File: src/rtl/mw_pkg.sv
// mw_pkg: shared definitions for the microwave controller time-keeping blocks.
//   state_t    - countdown controller state encoding (IDLE/RUN/PAUSED/DONE)
//   BCD_SS_MAX - largest legal seconds value (59, BCD)
//   BCD_ZERO   - 00 in BCD
//   bcd2_dec   - two-digit BCD decrement, returns {borrow_out, tens, units}
//   bcd2_valid - both nibbles of a two-digit BCD value are decimal digits
package mw_pkg;

  typedef enum logic [1:0] {
    ST_IDLE   = 2'd0,
    ST_RUN    = 2'd1,
    ST_PAUSED = 2'd2,
    ST_DONE   = 2'd3
  } state_t;

  localparam logic [7:0] BCD_SS_MAX = 8'h59;
  localparam logic [7:0] BCD_ZERO   = 8'h00;

  // 00 decrements to 99 with borrow_out set; callers use the borrow to
  // cascade into the next-higher digit pair.
  function automatic logic [8:0] bcd2_dec(input logic [7:0] v);
    logic [3:0] tens;
    logic [3:0] units;
    logic       borrow;
    tens   = v[7:4];
    units  = v[3:0];
    borrow = 1'b0;
    if (units != 4'd0) begin
      units = units - 4'd1;
    end else begin
      units = 4'd9;
      if (tens != 4'd0) begin
        tens = tens - 4'd1;
      end else begin
        tens   = 4'd9;
        borrow = 1'b1;
      end
    end
    return {borrow, tens, units};
  endfunction

  function automatic logic bcd2_valid(input logic [7:0] v);
    return (v[7:4] <= 4'd9) && (v[3:0] <= 4'd9);
  endfunction

endpackage

File: src/rtl/mw_countdown_timer_if.sv
// mw_countdown_timer_if: command and status bundle between the keypad/load
// logic (master) and the countdown timer (slave).
//   commands (master -> slave): door_open, load, load_mm, load_ss,
//                               start, pause, clear
//   status   (slave -> master): mm_bcd, ss_bcd, running, done, load_err,
//                               state (debug view of the controller FSM)
// Handshake: every command is a single-cycle request sampled on the rising
// clock edge; there is no ready/backpressure, the timer always accepts or
// ignores a request in the cycle it is presented. door_open is a level.
interface mw_countdown_timer_if;
  import mw_pkg::*;

  logic       door_open;
  logic       load;
  logic [7:0] load_mm;
  logic [7:0] load_ss;
  logic       start;
  logic       pause;
  logic       clear;
  logic [7:0] mm_bcd;
  logic [7:0] ss_bcd;
  logic       running;
  logic       done;
  logic       load_err;
  state_t     state;

  modport master (
    output door_open, load, load_mm, load_ss, start, pause, clear,
    input  mm_bcd, ss_bcd, running, done, load_err, state
  );

  modport slave (
    input  door_open, load, load_mm, load_ss, start, pause, clear,
    output mm_bcd, ss_bcd, running, done, load_err, state
  );

endinterface

File: src/rtl/mw_countdown_timer_tick_sync_edge.sv
// tick_sync_edge: brings the divider's slow square wave into the clk domain
// and turns each rising edge of it into a one-cycle pulse.
//   clk        - system clock
//   reset      - asynchronous active-high reset, clears all flops
//   async_in   - square wave, asynchronous to clk
//   rise_pulse - one clk cycle high per rising edge of async_in
module tick_sync_edge #(
  parameter int SYNC_STAGES = 2
) (
  input  logic clk,
  input  logic reset,
  input  logic async_in,
  output logic rise_pulse
);

  logic [SYNC_STAGES-1:0] sync_q;
  logic                   prev_q;

  always_ff @(posedge clk or posedge reset) begin
    if (reset) begin
      sync_q <= '0;
      prev_q <= 1'b0;
    end else begin
      sync_q <= {sync_q[SYNC_STAGES-2:0], async_in};
      prev_q <= sync_q[SYNC_STAGES-1];
    end
  end

  // Only the last synchronizer stage is compared against its delayed copy,
  // so each input edge yields exactly one pulse.
  assign rise_pulse = sync_q[SYNC_STAGES-1] & ~prev_q;

endmodule

File: src/rtl/mw_countdown_timer.sv
// mw_countdown_timer: MM:SS BCD cooking-time countdown with start/pause/clear
// control and door interlock.
//   clk     - system clock
//   reset   - asynchronous active-high reset
//   tick_in - one-second square wave from the clock divider (asynchronous)
//   bus     - slave side of mw_countdown_timer_if (commands in, time/status
//             out, plus the FSM state for observation)
// Command priority within a cycle: clear > load > pause > start; a door open
// in RUN and the second tick are handled after the commands, so any command
// on the same edge suppresses the decrement.
module mw_countdown_timer
  import mw_pkg::*;
#(
  parameter int SYNC_STAGES = 2
) (
  input  logic                  clk,
  input  logic                  reset,
  input  logic                  tick_in,
  mw_countdown_timer_if.slave   bus
);

  state_t     state_q, state_d;
  logic [7:0] mm_q, mm_d;
  logic [7:0] ss_q, ss_d;
  logic       done_q, done_d;
  logic       err_q, err_d;

  logic       sec_tick;
  logic       load_ok;
  logic       time_zero;
  logic [8:0] ss_dec;
  logic [8:0] mm_dec;

  tick_sync_edge #(
    .SYNC_STAGES (SYNC_STAGES)
  ) u_tick_sync_edge (
    .clk        (clk),
    .reset      (reset),
    .async_in   (tick_in),
    .rise_pulse (sec_tick)
  );

  assign load_ok   = bcd2_valid(bus.load_mm) && bcd2_valid(bus.load_ss) &&
                     (bus.load_ss <= BCD_SS_MAX);
  assign time_zero = (mm_q == BCD_ZERO) && (ss_q == BCD_ZERO);
  assign ss_dec    = bcd2_dec(ss_q);
  assign mm_dec    = bcd2_dec(mm_q);

  always_ff @(posedge clk or posedge reset) begin
    if (reset) begin
      state_q <= ST_IDLE;
      mm_q    <= BCD_ZERO;
      ss_q    <= BCD_ZERO;
      done_q  <= 1'b0;
      err_q   <= 1'b0;
    end else begin
      state_q <= state_d;
      mm_q    <= mm_d;
      ss_q    <= ss_d;
      done_q  <= done_d;
      err_q   <= err_d;
    end
  end

  always_comb begin
    state_d = state_q;
    mm_d    = mm_q;
    ss_d    = ss_q;
    done_d  = 1'b0;
    err_d   = 1'b0;

    if (bus.clear) begin
      state_d = ST_IDLE;
      mm_d    = BCD_ZERO;
      ss_d    = BCD_ZERO;
    end else if (bus.load && (state_q != ST_RUN)) begin
      if (load_ok) begin
        mm_d    = bus.load_mm;
        ss_d    = bus.load_ss;
        state_d = ST_IDLE;
      end else begin
        err_d = 1'b1;
      end
    end else if (bus.pause && (state_q == ST_RUN)) begin
      state_d = ST_PAUSED;
    end else if (bus.start && ((state_q == ST_IDLE) || (state_q == ST_PAUSED)) &&
                 !bus.door_open && !time_zero) begin
      state_d = ST_RUN;
    end else if ((state_q == ST_RUN) && bus.door_open) begin
      state_d = ST_PAUSED;
    end else if ((state_q == ST_RUN) && sec_tick) begin
      // Seconds borrow cascades into minutes; the minutes borrow guard keeps
      // 00:00 from wrapping even though RUN never holds 00:00.
      if (!ss_dec[8]) begin
        ss_d = ss_dec[7:0];
        if ((mm_q == BCD_ZERO) && (ss_dec[7:0] == BCD_ZERO)) begin
          state_d = ST_DONE;
          done_d  = 1'b1;
        end
      end else if (!mm_dec[8]) begin
        ss_d = BCD_SS_MAX;
        mm_d = mm_dec[7:0];
      end
    end
  end

  assign bus.mm_bcd   = mm_q;
  assign bus.ss_bcd   = ss_q;
  assign bus.running  = (state_q == ST_RUN);
  assign bus.done     = done_q;
  assign bus.load_err = err_q;
  assign bus.state    = state_q;

endmodule

File: src/flat_wrapper.sv
// flat-port wrapper written by rule: the top's interface ports become plain ports
module mw_countdown_timer_flat import mw_pkg::*;
#(
  parameter int SYNC_STAGES = 2
)
  (clk, reset, tick_in, bus_door_open, bus_load, bus_load_mm, bus_load_ss, bus_start, bus_pause, bus_clear, bus_mm_bcd, bus_ss_bcd, bus_running, bus_done, bus_load_err, bus_state);
  mw_countdown_timer_if bus_i ();
  input  logic clk;
  input  logic reset;
  input  logic tick_in;
  input wire logic [$bits(bus_i.door_open)-1:0] bus_door_open;
  input wire logic [$bits(bus_i.load)-1:0] bus_load;
  input wire logic [$bits(bus_i.load_mm)-1:0] bus_load_mm;
  input wire logic [$bits(bus_i.load_ss)-1:0] bus_load_ss;
  input wire logic [$bits(bus_i.start)-1:0] bus_start;
  input wire logic [$bits(bus_i.pause)-1:0] bus_pause;
  input wire logic [$bits(bus_i.clear)-1:0] bus_clear;
  output wire logic [$bits(bus_i.mm_bcd)-1:0] bus_mm_bcd;
  output wire logic [$bits(bus_i.ss_bcd)-1:0] bus_ss_bcd;
  output wire logic [$bits(bus_i.running)-1:0] bus_running;
  output wire logic [$bits(bus_i.done)-1:0] bus_done;
  output wire logic [$bits(bus_i.load_err)-1:0] bus_load_err;
  output wire logic [$bits(bus_i.state)-1:0] bus_state;
  assign bus_i.door_open = bus_door_open;
  assign bus_i.load = bus_load;
  assign bus_i.load_mm = bus_load_mm;
  assign bus_i.load_ss = bus_load_ss;
  assign bus_i.start = bus_start;
  assign bus_i.pause = bus_pause;
  assign bus_i.clear = bus_clear;
  assign bus_mm_bcd = bus_i.mm_bcd;
  assign bus_ss_bcd = bus_i.ss_bcd;
  assign bus_running = bus_i.running;
  assign bus_done = bus_i.done;
  assign bus_load_err = bus_i.load_err;
  assign bus_state = bus_i.state;
  mw_countdown_timer #(.SYNC_STAGES(SYNC_STAGES)) u_core (.clk(clk), .reset(reset), .tick_in(tick_in), .bus(bus_i));
endmodule
File: config.mk
export PLATFORM = sky130hd
export DESIGN_NAME = mw_countdown_timer_flat
export DESIGN_NICKNAME = d
export VERILOG_FILES = /design/src/rtl/mw_pkg.sv /design/src/rtl/mw_countdown_timer_if.sv /design/src/rtl/mw_countdown_timer_tick_sync_edge.sv /design/src/rtl/mw_countdown_timer.sv /design/src/flat_wrapper.sv
export SDC_FILE = /design/constraint.sdc
export NUM_CORES = 1
export LEC_CHECK = 0
export CORE_UTILIZATION = 59
export CTS_BUF_LIST = sky130_fd_sc_hd__clkbuf_4 sky130_fd_sc_hd__clkbuf_8
export CTS_CLUSTER_DIAMETER = 80
export CTS_CLUSTER_SIZE = 20
export DETAILED_ROUTE_END_ITERATION = 6
export DONT_BUFFER_PORTS = 1
export PLACE_DENSITY = 0.84
export SLEW_MARGIN = 20
export SYNTH_ARGS = -nofsm -noshare
export SYNTH_HDL_FRONTEND = slang
export SYNTH_SLANG_ARGS = --single-unit
File: constraint.sdc
create_clock -name clk -period 1.99 [get_ports clk]
set_input_delay 0.2985 -clock clk [delete_from_list [all_inputs] [get_ports clk]]
set_output_delay 0.2985 -clock clk [all_outputs]
set_load 0.05 [all_outputs]
# Word-level counts from Yosys, hierarchy flattened
# Index checks and enable logic that the tools add are counted.
totals:
  ff_bits: 23
  latchBits: 0
  ram_bits: 0
  romBits: 0
  in_bits: 24
  output_inout_bits: 21
  elab_cells: 110
  n_memories: 0
classes:
  addsub: 4
  multipliers: 0
  div: 0
  n_lt_le_gt_ge: 5
  n_eq_ne: 11
  shifts: 0
  muxes: 48
  bitwise: 2
  reduce_logical: 32
op_table:
  columns: ["operator", "n"]
  rows:
  - ["$mux W8", 18]
  - ["$logic_not A8 Y1", 3]
  - ["$mux W4", 6]
  - ["$mux W2", 9]
  - ["$le A4 B4 Y1 const B", 4]
  - ["$reduce_bool A4 Y1", 4]
  - ["$sub A4 B1 Y4 const B", 4]
  - ["$mux W1", 15]
  - ["$logic_and A1 B1 Y1", 13]
  - ["$ne A3 B2 Y1 const B", 4]
  - ["$reduce_bool A6 Y1", 2]
  - ["$le A8 B7 Y1 const B", 1]
  - ["$reduce_and A8 Y1", 1]
  - ["$reduce_and A7 Y1", 1]
  - ["$ne A3 B3 Y1 const B", 2]
  - ["$ne A6 B6 Y1 const B", 1]
  - ["$reduce_and A6 Y1", 1]
  - ["$reduce_bool A3 Y1", 2]
  - ["$ne A4 B4 Y1 const B", 1]
  - ["$reduce_and A4 Y1", 1]
  - ["$eq A2 B1 Y1 const B", 1]
  - ["$eq A2 B2 Y1 const B", 1]
  - ["$logic_not A1 Y1", 2]
  - ["$logic_not A2 Y1", 1]
  - ["other kinds (4)", 4]

# Longest topological paths before layout
# Gate-level depths: netlist of the first run.
depth:
  depth_word: 13
  ltp_mapped: 6
  ltp_nobuf: 5

# Cells and area by module
# A second synthesis of the first run with hierarchy kept.
hier_totals:
  hier_cells: 167
  hier_area_um2: 1537.7
by_module_without_submodules:
  columns: ["module", "instances", "cells_each", "area_per_inst_um2", "seq_area_each_um2"]
  rows:
  - ["mw_countdown_timer", 1, 162, 1445.1, 500.5]
  - ["tick_sync_edge", 1, 5, 92.6, 75.1]

# Worst setup path after synthesis of the first run
# Ideal clock, no wire load.
synth_timing:
  path_type: "reg2reg"
  start: "register u_core.state_q[1] (netlist: u_core.bus.state[1])"
  end: "register u_core.ss_q[2] (netlist: u_core.bus.ss_bcd[2])"
  setup_ns: 0.128
  arrival_ns: 2.040
  t_required_ns: 1.862
  path_slack_ns: -0.178
  path_stages_with_launch: 7
  n_path_buf: 1
  synth_period_minus_slack_ns: 2.168
  path_cell_list: "dfrtp_1 > nand2b_2 > and2_1 > a221oi_4 > or2_1 > buf_6 > mux2_1"
synth_between:
  elab_chain_len: 7
  word_cells_on_any_way: 21
  cone_classes: "eq/ne (8); mux (2); reduce/logical (11)"
synth_rtl:
  columns: ["element", "line_no", "source"]
  rows:
  - ["from (decl)", "mw_countdown_timer.sv:22", "state_t state_q, state_d;"]
  - ["from (signal assigned)", "mw_countdown_timer.sv:57", "state_q <= state_d;"]
  - ["$eq A2 B2 Y1 / $logic_not A2 Y1 (equally long branches)", "mw_countdown_timer.sv:86", "end else if (bus.start && ((state_q == ST_IDLE) || (state_q == ST_PAUSED)) &&"]
  - ["$logic_or A1 B1 Y1", "mw_countdown_timer.sv:86", null]
  - ["$logic_and A1 B1 Y1 (2 in a row)", "mw_countdown_timer.sv:86", null]
  - ["$logic_and A1 B1 Y1", "mw_countdown_timer.sv:87", "!bus.door_open && !time_zero) begin"]
  - ["$ne A3 B2 Y1 (no source line)", null, null]
  - ["$reduce_and A6 Y1 (no source line)", null, null]
  - ["to (signal assigned)", "mw_countdown_timer.sv:59", "ss_q <= ss_d;"]
  - ["to (decl)", "mw_countdown_timer.sv:24", "logic [7:0] ss_q, ss_d;"]
# Several ways; a longest one is shown, not always the timed one.
# A chain may end at the register's enable or synchronous reset.

# Final worst setup path of the first run
layout_timing:
  start: "register u_core.mm_q[3] (netlist: u_core.bus.mm_bcd[3])"
  end: "register u_core.mm_q[4] (netlist: u_core.bus.mm_bcd[4])"
layout_between:
  elab_chain_len: 6
  word_cells_on_any_way: 10
  cone_classes: "eq/ne (3); mux (1); reduce/logical (6)"
layout_rtl:
  columns: ["element", "line_no", "source"]
  rows:
  - ["from (decl)", "mw_countdown_timer.sv:23", "logic [7:0] mm_q, mm_d;"]
  - ["from (signal assigned)", "mw_countdown_timer.sv:58", "mm_q <= mm_d;"]
  - ["$logic_not A8 Y1", "mw_countdown_timer.sv:45", "assign time_zero = (mm_q == BCD_ZERO) && (ss_q == BCD_ZERO);"]
  - ["$logic_and A1 B1 Y1", "mw_countdown_timer.sv:45", null]
  - ["$logic_not A1 Y1", "mw_countdown_timer.sv:87", null]
  - ["$logic_and A1 B1 Y1", "mw_countdown_timer.sv:87", null]
  - ["$ne A3 B2 Y1 (no source line)", null, null]
  - ["$reduce_and A8 Y1 (no source line) *", null, null]
# Every way passes the cells marked *; elsewhere a longest branch is shown, timed or not.

==> flow_summary.ini, run 1 <==
[grt]
grt_overflow = 0
grt_max_degree = 24
antenna_found_initial = 0
met3_usage_pct = 4.06
track_usage_pct = 32.6
met2_usage_pct = 58.4
busiest_layer = met2
grt_pass1_vias = 1421
grt_pass1_wl_mm = 6.45
grt_use_met1_pct = 39.0

[power_and_ir_drop]
swShare_pct = 46.7
power_w = 0.00180
power_leakage_nw = 0.769
cellPowerDensity_nw_per_um2 = 1010
p_clk_share_pct = 13.2
power.internal_w = 0.000963
peakVddDrop_mv = 0.678
pwr-share-seq_pct = 34.7
comb_power_share_pct = 52.1
switchingPower_w = 0.000842

[synth]
async_flop_share_pct = 100
syn_area_um2 = 1500
synth_most_common_cell = dfrtp_1
synth-seq-cells = 23
synth-edff-count = 0
synth.distinct_cells = 47
seq_area_frac_synth_pct = 38.4
ys_top_cells_by_count = dfrtp_1 (23), o21ai_0 (17), nor2_1 (16)
synth.largest_area_cell = dfrtp_1
synth_top_area_share_pct = 38.4
netlist_instances = 161
yosys_warnings = 0
synth_nets = 185
synthTopCellsByArea = dfrtp_1 (38%), o31ai_1 (6.0%), o21ai_0 (5.7%)
avgSynthCellArea_um2 = 9.30
synthFlopType = dfrtp_1

[clock_tree]
numCtsBuffers = 3
clk_pin_slew_ps = 120
clockRootBuffer = clkbuf_4
cts_tree = yes
clockBufferDepth = 2
clock_sinks = 23
clock_latency_ps = 320
htreeDepth = 1

[route]
drc = 0
via_count = 1503
drtAntennaViolNets = 0
routed_via_density = 6.96
wl_per_cell_um = 19.3
firstDrtPassIters = 5
drt_iter0_drc = 43
routed_wl_mm = 4.17

[layout]
regArea_um2 = 588
multi_input_area_um2 = 882
fin_cells = 216
syn2layout_area_growth_pct = 19.6
drive_gt1_share_pct = 34.0
design.final.nets = 213
fillCellCount = 168
final_util_pct = 78.0
antennaDiodeCount = 0

[worst_setup_path]
cp-start-kind = flop
cp.arrival_ps = 2120
end_kind = flop
crit_fanout = 5
path_class = flop to flop
cp.required_ps = 2210

[timing]
setup_tns_ps = 0
fin_crit_ps = 1900
fin_crit_sh_pct = 95.3
slew_headroom_pct = 69.9
finClkSkew_ps = 0.595
setup_violations = 0
worst_pin_slew_ps = 452
slew_viol_final = 0
whs_ps = 49.3
rsz0062_at_grt = no
hold_viol_final = 0
max_freq_ghz = 0.527

[die]
dieArea_um2 = 2740
die_y_um = 52.4
pin_count = 45
start_util_pct = 65.2
core_area_um2 = 2300
rows = 17
die_w_um = 52.4

[place]
gp_congestion = 0.848
portBuffers = 0
place_inst = 209
dp_hpwl_mm = 3.03

[status]
outcome = completed

[min_path]
hp-class = primary input to flop

[job]
drv_cap = 0
[final timing paths]
| kind | endpoint | startpoint | slack [ps] | depth (start not counted) |
|---|---|---|---|---|
| min reg2reg | u_core.u_tick_sync_edge.sync_q[1]$_DFF_PP0_ | u_core.u_tick_sync_edge.sync_q[0]$_DFF_PP0_ | 380 | 0 |
| max | u_core.bus.mm_bcd[4]$_DFFE_PP0P_ | u_core.bus.mm_bcd[3]$_DFFE_PP0P_ | 90 | 5 |
| min in group asynchronous | u_core.u_tick_sync_edge.sync_q[0]$_DFF_PP0_ | reset | 480 | 3 |
| max in group asynchronous | u_core.bus.mm_bcd[1]$_DFFE_PP0P_ | reset | 1260 | 3 |
| max reg2reg | u_core.bus.mm_bcd[4]$_DFFE_PP0P_ | u_core.bus.mm_bcd[3]$_DFFE_PP0P_ | 90 | 5 |
| min | u_core.bus.mm_bcd[5]$_DFFE_PP0P_ | bus_clear | 50 | 1 |
[worst max-delay path, stage by stage (launching register included)]
cell     delay, ps
dfrtp_2        450
or4_4          570
nor2_4         120
a21oi_2         90
or2_4          260
o41ai_2        310
[power groups by stage]
stage / clock network, W / logic (W) / registers (W)
2_1_floorplan: 0 / 0.000411 / 0.000896
3_3_place_gp: 0 / 0.000888 / 0.000628
6_report: 0.000239 / 0.000940 / 0.000626
5_1_grt: 0.000258 / 0.000995 / 0.000634
4_1_cts: 0.000239 / 0.000921 / 0.000626
3_5_place_dp: 0 / 0.000913 / 0.000635
[layer usage]
| layer | routed length (um) | share of wire, % |
|---|---|---|
| met4 | 73 | 1.8 |
| met3 | 275 | 6.6 |
| met1 | 1610 | 39 |
| met2 | 2210 | 53 |
| met5 | 0 | 0 |
[through the flow]
stage	instance area, um2	setup slack [ps]
after floorplan	1520	22.3
after global placement	1730	112
after detailed placement	1730	95.7
after CTS	1780	50.6
after global routing	1790	16.1
final	1790	92.6
[cell usage in the layout (no fill, tap or decap), types with 2 or more instances in the layout]
cell,synthesis,final
a31oi_1,3,3
nor3_2,1,2
clkbuf_4,0,4
and3_1,3,3
nand3b_1,2,2
a211oi_1,2,2
dlygate4sd3_1,0,2
a21oi_1,8,8
dfrtp_2,0,10
o41ai_1,2,2
inv_1,7,7
nor3_1,8,7
dfrtp_1,23,13
o41ai_2,3,3
a22oi_1,2,2
nand3_1,5,5
mux2_1,3,3
o21ai_0,17,17
or2_4,2,3
nor2_1,16,16
a311oi_1,3,3
nor4_4,2,2
o31ai_1,12,12
buf_4,0,28
nand2_1,6,6
mux2i_1,2,2
[state kept, by name, indices dropped and copies added (netlist names)]
signal,count
u_core.bus.mm_bcd,8
u_core.bus.ss_bcd,8
u_core.bus.state,2
u_core.u_tick_sync_edge.sync_q,2
u_core.bus.done,1
u_core.bus.load_err,1
u_core.u_tick_sync_edge.prev_q,1
[final cells by class]
class,instances,share of cell area (%)
timing repair buffer,30,12.8
sequential,23,32.8
tap,28,1.96
clock buffer,4,1.68
inverter,7,1.47
multi-input combinational,124,49.2
[cells by family (layout without fill, tap and decap cells)]
family          after synthesis  count (layout)  synth area share [%]
compound gates               59              59                  28.7
flops                        23              23                  38.4
buf+inv                      14              41                  4.09
simple gates                 60              60                  25.1
mux                           5               5                  3.59
[timing repair]
item | CTS | global route
hold buffers | 2 | 0
gates resized for setup | 0 | 2
endpoints found under the setup margin | 0 | 4
buffers inserted | 0 | 1
endpoints found under the hold margin | 24 | 0
Note: power is estimated with default switching activity, not from simulation.
==> run 2: changes to the inputs <==
--- a/config.mk
+++ b/config.mk
@@ -5,13 +5,13 @@
 export SDC_FILE = /design/constraint.sdc
 export NUM_CORES = 1
 export LEC_CHECK = 0
-export CORE_UTILIZATION = 59
+export CORE_UTILIZATION = 55
 export CTS_BUF_LIST = sky130_fd_sc_hd__clkbuf_4 sky130_fd_sc_hd__clkbuf_8
 export CTS_CLUSTER_DIAMETER = 80
 export CTS_CLUSTER_SIZE = 20
 export DETAILED_ROUTE_END_ITERATION = 6
 export DONT_BUFFER_PORTS = 1
-export PLACE_DENSITY = 0.84
+export PLACE_DENSITY = 0.79
 export SLEW_MARGIN = 20
 export SYNTH_ARGS = -nofsm -noshare
 export SYNTH_HDL_FRONTEND = slang
==> run 2 against run 1 <==
Clock skew up 9.6 ps. Sequential share of layout area up 0.12 points. Final area down 0.35%. Core utilization down 7.2 points. Combinational power down 1%. Count of clock-buffer cells in the layout unchanged. Cell count unchanged. Fmax down 1.0%. Flip-flop and latch count unchanged. Critical path depth unchanged. Clock power about the same. Critical endpoint is now u_core.bus.mm_bcd[5]$_DFFE_PP0P_.
==> flow_summary.ini, run 2 (same netlist as run 1, synthesis figures left out) <==
[status]
outcome = completed

[worst_setup_path]
critPathBufInv = 0
slowest_delay_ps = 570
reg2reg_slack_ps = 70
cp.arrival_ps = 2140
critPathCapture = u_core.bus.mm_bcd[5]$_DFFE_PP0P_
cp-startpoint = u_core.bus.mm_bcd[3]$_DFFE_PP0P_
crit_slowest_cell = or4_4
end_kind = flop
cp.required_ps = 2220
path_cells = or4_4, nor2_4, a21oi_2, or2_4, o41ai_4
path_class = flop to flop
r2r_cells = 5
path_delay_family = simple AND/OR/NAND/NOR gates
crit_fanout = 5
reg2reg_from = u_core.bus.mm_bcd[3]$_DFFE_PP0P_
worstReg2RegEnd = u_core.bus.mm_bcd[5]$_DFFE_PP0P_
cp.depth = 5
cp-start-kind = flop

[die]
pin_count = 45
die_y_um = 54.2
die_w_um = 54.2
rows = 18
start_util_pct = 59.4
core_area_um2 = 2520
dieArea_um2 = 2940

[timing]
finClkSkew_ps = 10.2
slew_headroom_pct = 65.9
worst_pin_slew_ps = 508
slew_viol_final = 0
setup_tns_ps = 0
fin_crit_sh_pct = 96.4
setup_violations = 0
max_freq_ghz = 0.522
hold_viol_final = 0
fin_crit_ps = 1920
rsz0062_at_grt = no

[route]
routed_via_density = 6.70
drt_iter0_drc = 45
routed_wl_mm = 4.08
firstDrtPassIters = 4
drtAntennaViolNets = 0
wl_per_cell_um = 18.9
via_count = 1448
drc = 0

[layout]
syn2layout_area_growth_pct = 19.2
design.final.nets = 211
fin_area_um2 = 1790
drive_gt1_share_pct = 32.8
layout_commonest_cell = buf_4
layout_common_cells = buf_4 (26), o21ai_0 (17), nor2_1 (16)
antennaDiodeCount = 0

[clock_tree]
htreeDepth = 1
clock_latency_ps = 320
cts_tree = yes
clockBufferDepth = 2
clockRootBuffer = clkbuf_4
clock_sinks = 23
clk_pin_slew_ps = 130
numCtsBuffers = 3

[grt]
grt_pass1_vias = 1381
grt_max_degree = 24
track_usage_pct = 30.2
antenna_found_initial = 0
grt_overflow = 0
grt_pass1_wl_mm = 6.31

[power_and_ir_drop]
power_leakage_nw = 0.765
cellPowerDensity_nw_per_um2 = 1010
peakVddDrop_mv = 0.698

[place]
portBuffers = 0
gp_congestion = 0.850
placed_cell_area_um2 = 1710
dp_hpwl_mm = 3.07

[job]
drv_cap = 0

[min_path]
hp-class = primary input to flop
-- run 2: power breakdown --
part	total [W]	switching (W)	internal (W)	leakage, nW
Clock	0.000236	0.000144	0.0000921	0.0184
Sequential	0.000631	0.0000866	0.000544	0.285
Combinational	0.000931	0.000609	0.000322	0.463
-- run 2: how the worst min path moves through the flow --
stage | end | startpoint | depth (start not counted) | slack (ps)
2_1_floorplan | u_core.bus.done$_DFF_PP0_ | reset | 1 | 300
3_3_place_gp | u_core.u_tick_sync_edge.sync_q[0]$_DFF_PP0_ | reset | 2 | 240
3_5_place_dp | u_core.u_tick_sync_edge.sync_q[0]$_DFF_PP0_ | reset | 2 | 250
4_1_cts | u_core.u_tick_sync_edge.sync_q[0]$_DFF_PP0_ | tick_in | 0 | 4
5_1_grt | u_core.bus.mm_bcd[6]$_DFFE_PP0P_ | bus_clear | 1 | 40
6_report | u_core.bus.mm_bcd[6]$_DFFE_PP0P_ | bus_clear | 1 | 50
-- run 2: cell type report --
| type | instances | area (um2) |
|---|---|---|
| Inverter | 7 | 26.3 |
| Tap cell | 30 | 37.5 |
| Fill cell | 204 | 737 |
| Clock buffer | 4 | 30.0 |
| Multi-Input combinational cell | 124 | 888 |
| Timing Repair Buffer | 28 | 215 |
| Sequential cell | 23 | 588 |
-- run 2: repair_timing --
item / in CTS / in global routing
endpoints found under the hold margin: 23 / 1
resized for setup: 0 / 2
hold buffers: 1 / 1
setup buffers: 0 / 1
setup endpoints to repair: 0 / 3
-- run 2: metal layers --
metal  global-route usage, %  up-vias  part of all wire (%)
li1                        -      670                     -
met1                    38.1      686                    40
met2                    50.2       80                    49
met3                    4.80       12                   8.8
met4                    13.2        0                   2.4
met5                       0        -                     0
-- run 2: through the flow --
stage                     setup slack, ps  std cells  utilization (%)  power [W]  hold WS, ps
after floorplan                      22.3        161                -    0.00131          300
after global routing                 2.71        216             70.8    0.00189         41.4
after CTS                            62.4        214             69.5    0.00177         4.34
final                                72.5        216             70.8    0.00180         50.6
after global placement                164        209             68.0    0.00151          242
after detailed placement             76.5        209             68.0    0.00154          247
==> run 3: changes to the inputs <==
--- a/config.mk
+++ b/config.mk
@@ -5,6 +5,7 @@
 export SDC_FILE = /design/constraint.sdc
 export NUM_CORES = 1
 export LEC_CHECK = 0
+export CORE_MARGIN = 2
 export CORE_UTILIZATION = 55
 export CTS_BUF_LIST = sky130_fd_sc_hd__clkbuf_4 sky130_fd_sc_hd__clkbuf_8
 export CTS_CLUSTER_DIAMETER = 80
==> run 3 against run 2 <==
Critical path depth is the same. First-iteration DRC count grew 62%. Sequential power is essentially flat. Wire length shrank 3.8%. Fmax is essentially flat. Sequential share of layout area grew 0.23 points. Largest power group unchanged.
==> flow_summary.ini, run 3 (same netlist as run 1, synthesis figures left out) <==
[place]
dp_hpwl_mm = 2.99
portBuffers = 0
gp_congestion = 0.857

[grt]
grt_pass1_wl_mm = 6.65
grt_overflow = 0
track_usage_pct = 26.0
antenna_found_initial = 0
grt_max_degree = 24
grt_pass1_vias = 1422

[worst_setup_path]
path_class = flop to flop
crit_fanout = 6
cp.depth = 5
crit_slowest_cell = dfrtp_2
path_delay_family = simple AND/OR/NAND/NOR gates
end_kind = flop
cp.arrival_ps = 2140
reg2reg_from = u_core.bus.ss_bcd[1]$_DFFE_PP0P_
cp-startpoint = u_core.bus.ss_bcd[1]$_DFFE_PP0P_
critPathBufInv = 0
r2r_cells = 5
critPathCapture = u_core.bus.ss_bcd[2]$_DFFE_PP0P_
cp-start-kind = flop
reg2reg_slack_ps = 70
slowest_delay_ps = 480
worstReg2RegEnd = u_core.bus.ss_bcd[2]$_DFFE_PP0P_
path_cells = nor4_4, nand3_1, nor3_2, or2_1, mux2_1
cp.required_ps = 2210

[power_and_ir_drop]
peakVddDrop_mv = 0.722
cellPowerDensity_nw_per_um2 = 1000
comb_power_share_pct = 51.6
power.internal_w = 0.000935
p_clk_share_pct = 12.9
switchingPower_w = 0.000838
swShare_pct = 47.3
pwr-share-seq_pct = 35.5
power_leakage_nw = 0.758

[clock_tree]
cts_tree = yes
clock_sinks = 23
clock_latency_ps = 330
clockBufferDepth = 2
post_cts_buffers = 0
clk_pin_slew_ps = 140
clockRootBuffer = clkbuf_4
htreeDepth = 1
numCtsBuffers = 3

[timing]
fin_crit_ps = 1920
setup_violations = 0
slew_viol_final = 0
worst_pin_slew_ps = 440
slew_headroom_pct = 70.4
rsz0062_at_grt = no
finClkSkew_ps = 11.9
hold_viol_final = 0
max_freq_ghz = 0.521
setup_tns_ps = 0
fin_crit_sh_pct = 96.4

[min_path]
hold_start = bus_clear
hp-class = primary input to flop

[route]
routed_via_density = 6.55
wl_per_cell_um = 18.3
routed_wl_mm = 3.93
via_count = 1409
drtAntennaViolNets = 0
firstDrtPassIters = 5
drt_iter0_drc = 73
drc = 0

[layout]
layout_commonest_cell = buf_4
antennaDiodeCount = 0
drive_gt1_share_pct = 31.9
syn2layout_area_growth_pct = 18.4
layout_common_cells = buf_4 (25), o21ai_0 (17), nor2_1 (16)
final_util_pct = 70.3
design.final.nets = 210

[status]
outcome = completed

[die]
rows = 18
start_util_pct = 59.4
pin_count = 45
die_w_um = 56.2
die_y_um = 56.2
core_area_um2 = 2520
dieArea_um2 = 3160

[job]
drv_cap = 0
[run 3: power groups by stage]
| stage | clock (W) | combinational (W) | sequential, W |
|---|---|---|---|
| after detailed placement | 0 | 0.000901 | 0.000638 |
| after CTS | 0.000231 | 0.000906 | 0.000628 |
| after global routing | 0.000244 | 0.000980 | 0.000642 |
| after floorplan | 0 | 0.000411 | 0.000896 |
| final | 0.000228 | 0.000916 | 0.000629 |
| after global placement | 0 | 0.000881 | 0.000633 |
[run 3: layout make-up]
| type | count | area (um2) |
|---|---|---|
| Fill cell | 197 | 749 |
| Clock inverter | 1 | 5.00 |
| Multi-Input combinational cell | 124 | 886 |
| Clock buffer | 3 | 22.5 |
| Inverter | 7 | 26.3 |
| Tap cell | 30 | 37.5 |
| Timing Repair Buffer | 27 | 208 |
| Sequential cell | 23 | 588 |
[run 3: what timing repair did]
item,CTS,global route
endpoints found under the setup margin,0,1
hold buffers,2,0
resized for setup,0,1
endpoints found under the hold margin,24,0
[run 3: worst min path at each step]
stage | end | slack (ps) | depth (start not counted)
final | u_core.bus.mm_bcd[4]$_DFFE_PP0P_ | 40 | 1
after CTS | u_core.bus.mm_bcd[4]$_DFFE_PP0P_ | 40 | 1
after detailed placement | u_core.u_tick_sync_edge.sync_q[0]$_DFF_PP0_ | 250 | 2
after floorplan | u_core.bus.done$_DFF_PP0_ | 300 | 1
after global routing | u_core.bus.mm_bcd[0]$_DFFE_PP0P_ | 50 | 1
after global placement | u_core.u_tick_sync_edge.sync_q[0]$_DFF_PP0_ | 250 | 2
[run 3: worst reg2reg max path, delay by kind of cell (launching register included)]
| kind | cells | cell delay, ps |
|---|---|---|
| multiplexers | 1 | 360 |
| AND/OR/NAND/NOR | 4 | 980 |
| flip-flops | 1 | 480 |
[run 3: metal layers]
layer | GRT usage (%) | vias to the layer above | share of wire, %
met3 | 4.88 | 7 | 7.2
met2 | 43.2 | 56 | 50
li1 | - | 665 | -
met1 | 34.5 | 681 | 42
met4 | 7.48 | 0 | 1.2
met5 | 0 | - | 0
[run 3: per-stage QoR]
stage / power [W] / instances / worst slack, ps / area [um2] / hold WS, ps
2_1_floorplan: 0.00131 / 161 / 22.3 / 1520 / 300
3_3_place_gp: 0.00151 / 209 / 169 / 1710 / 246
3_5_place_dp: 0.00154 / 209 / 118 / 1710 / 253
4_1_cts: 0.00177 / 215 / 87.9 / 1760 / 39.5
5_1_grt: 0.00187 / 215 / 6.88 / 1770 / 45.6
6_report: 0.00177 / 215 / 71.9 / 1770 / 44.1
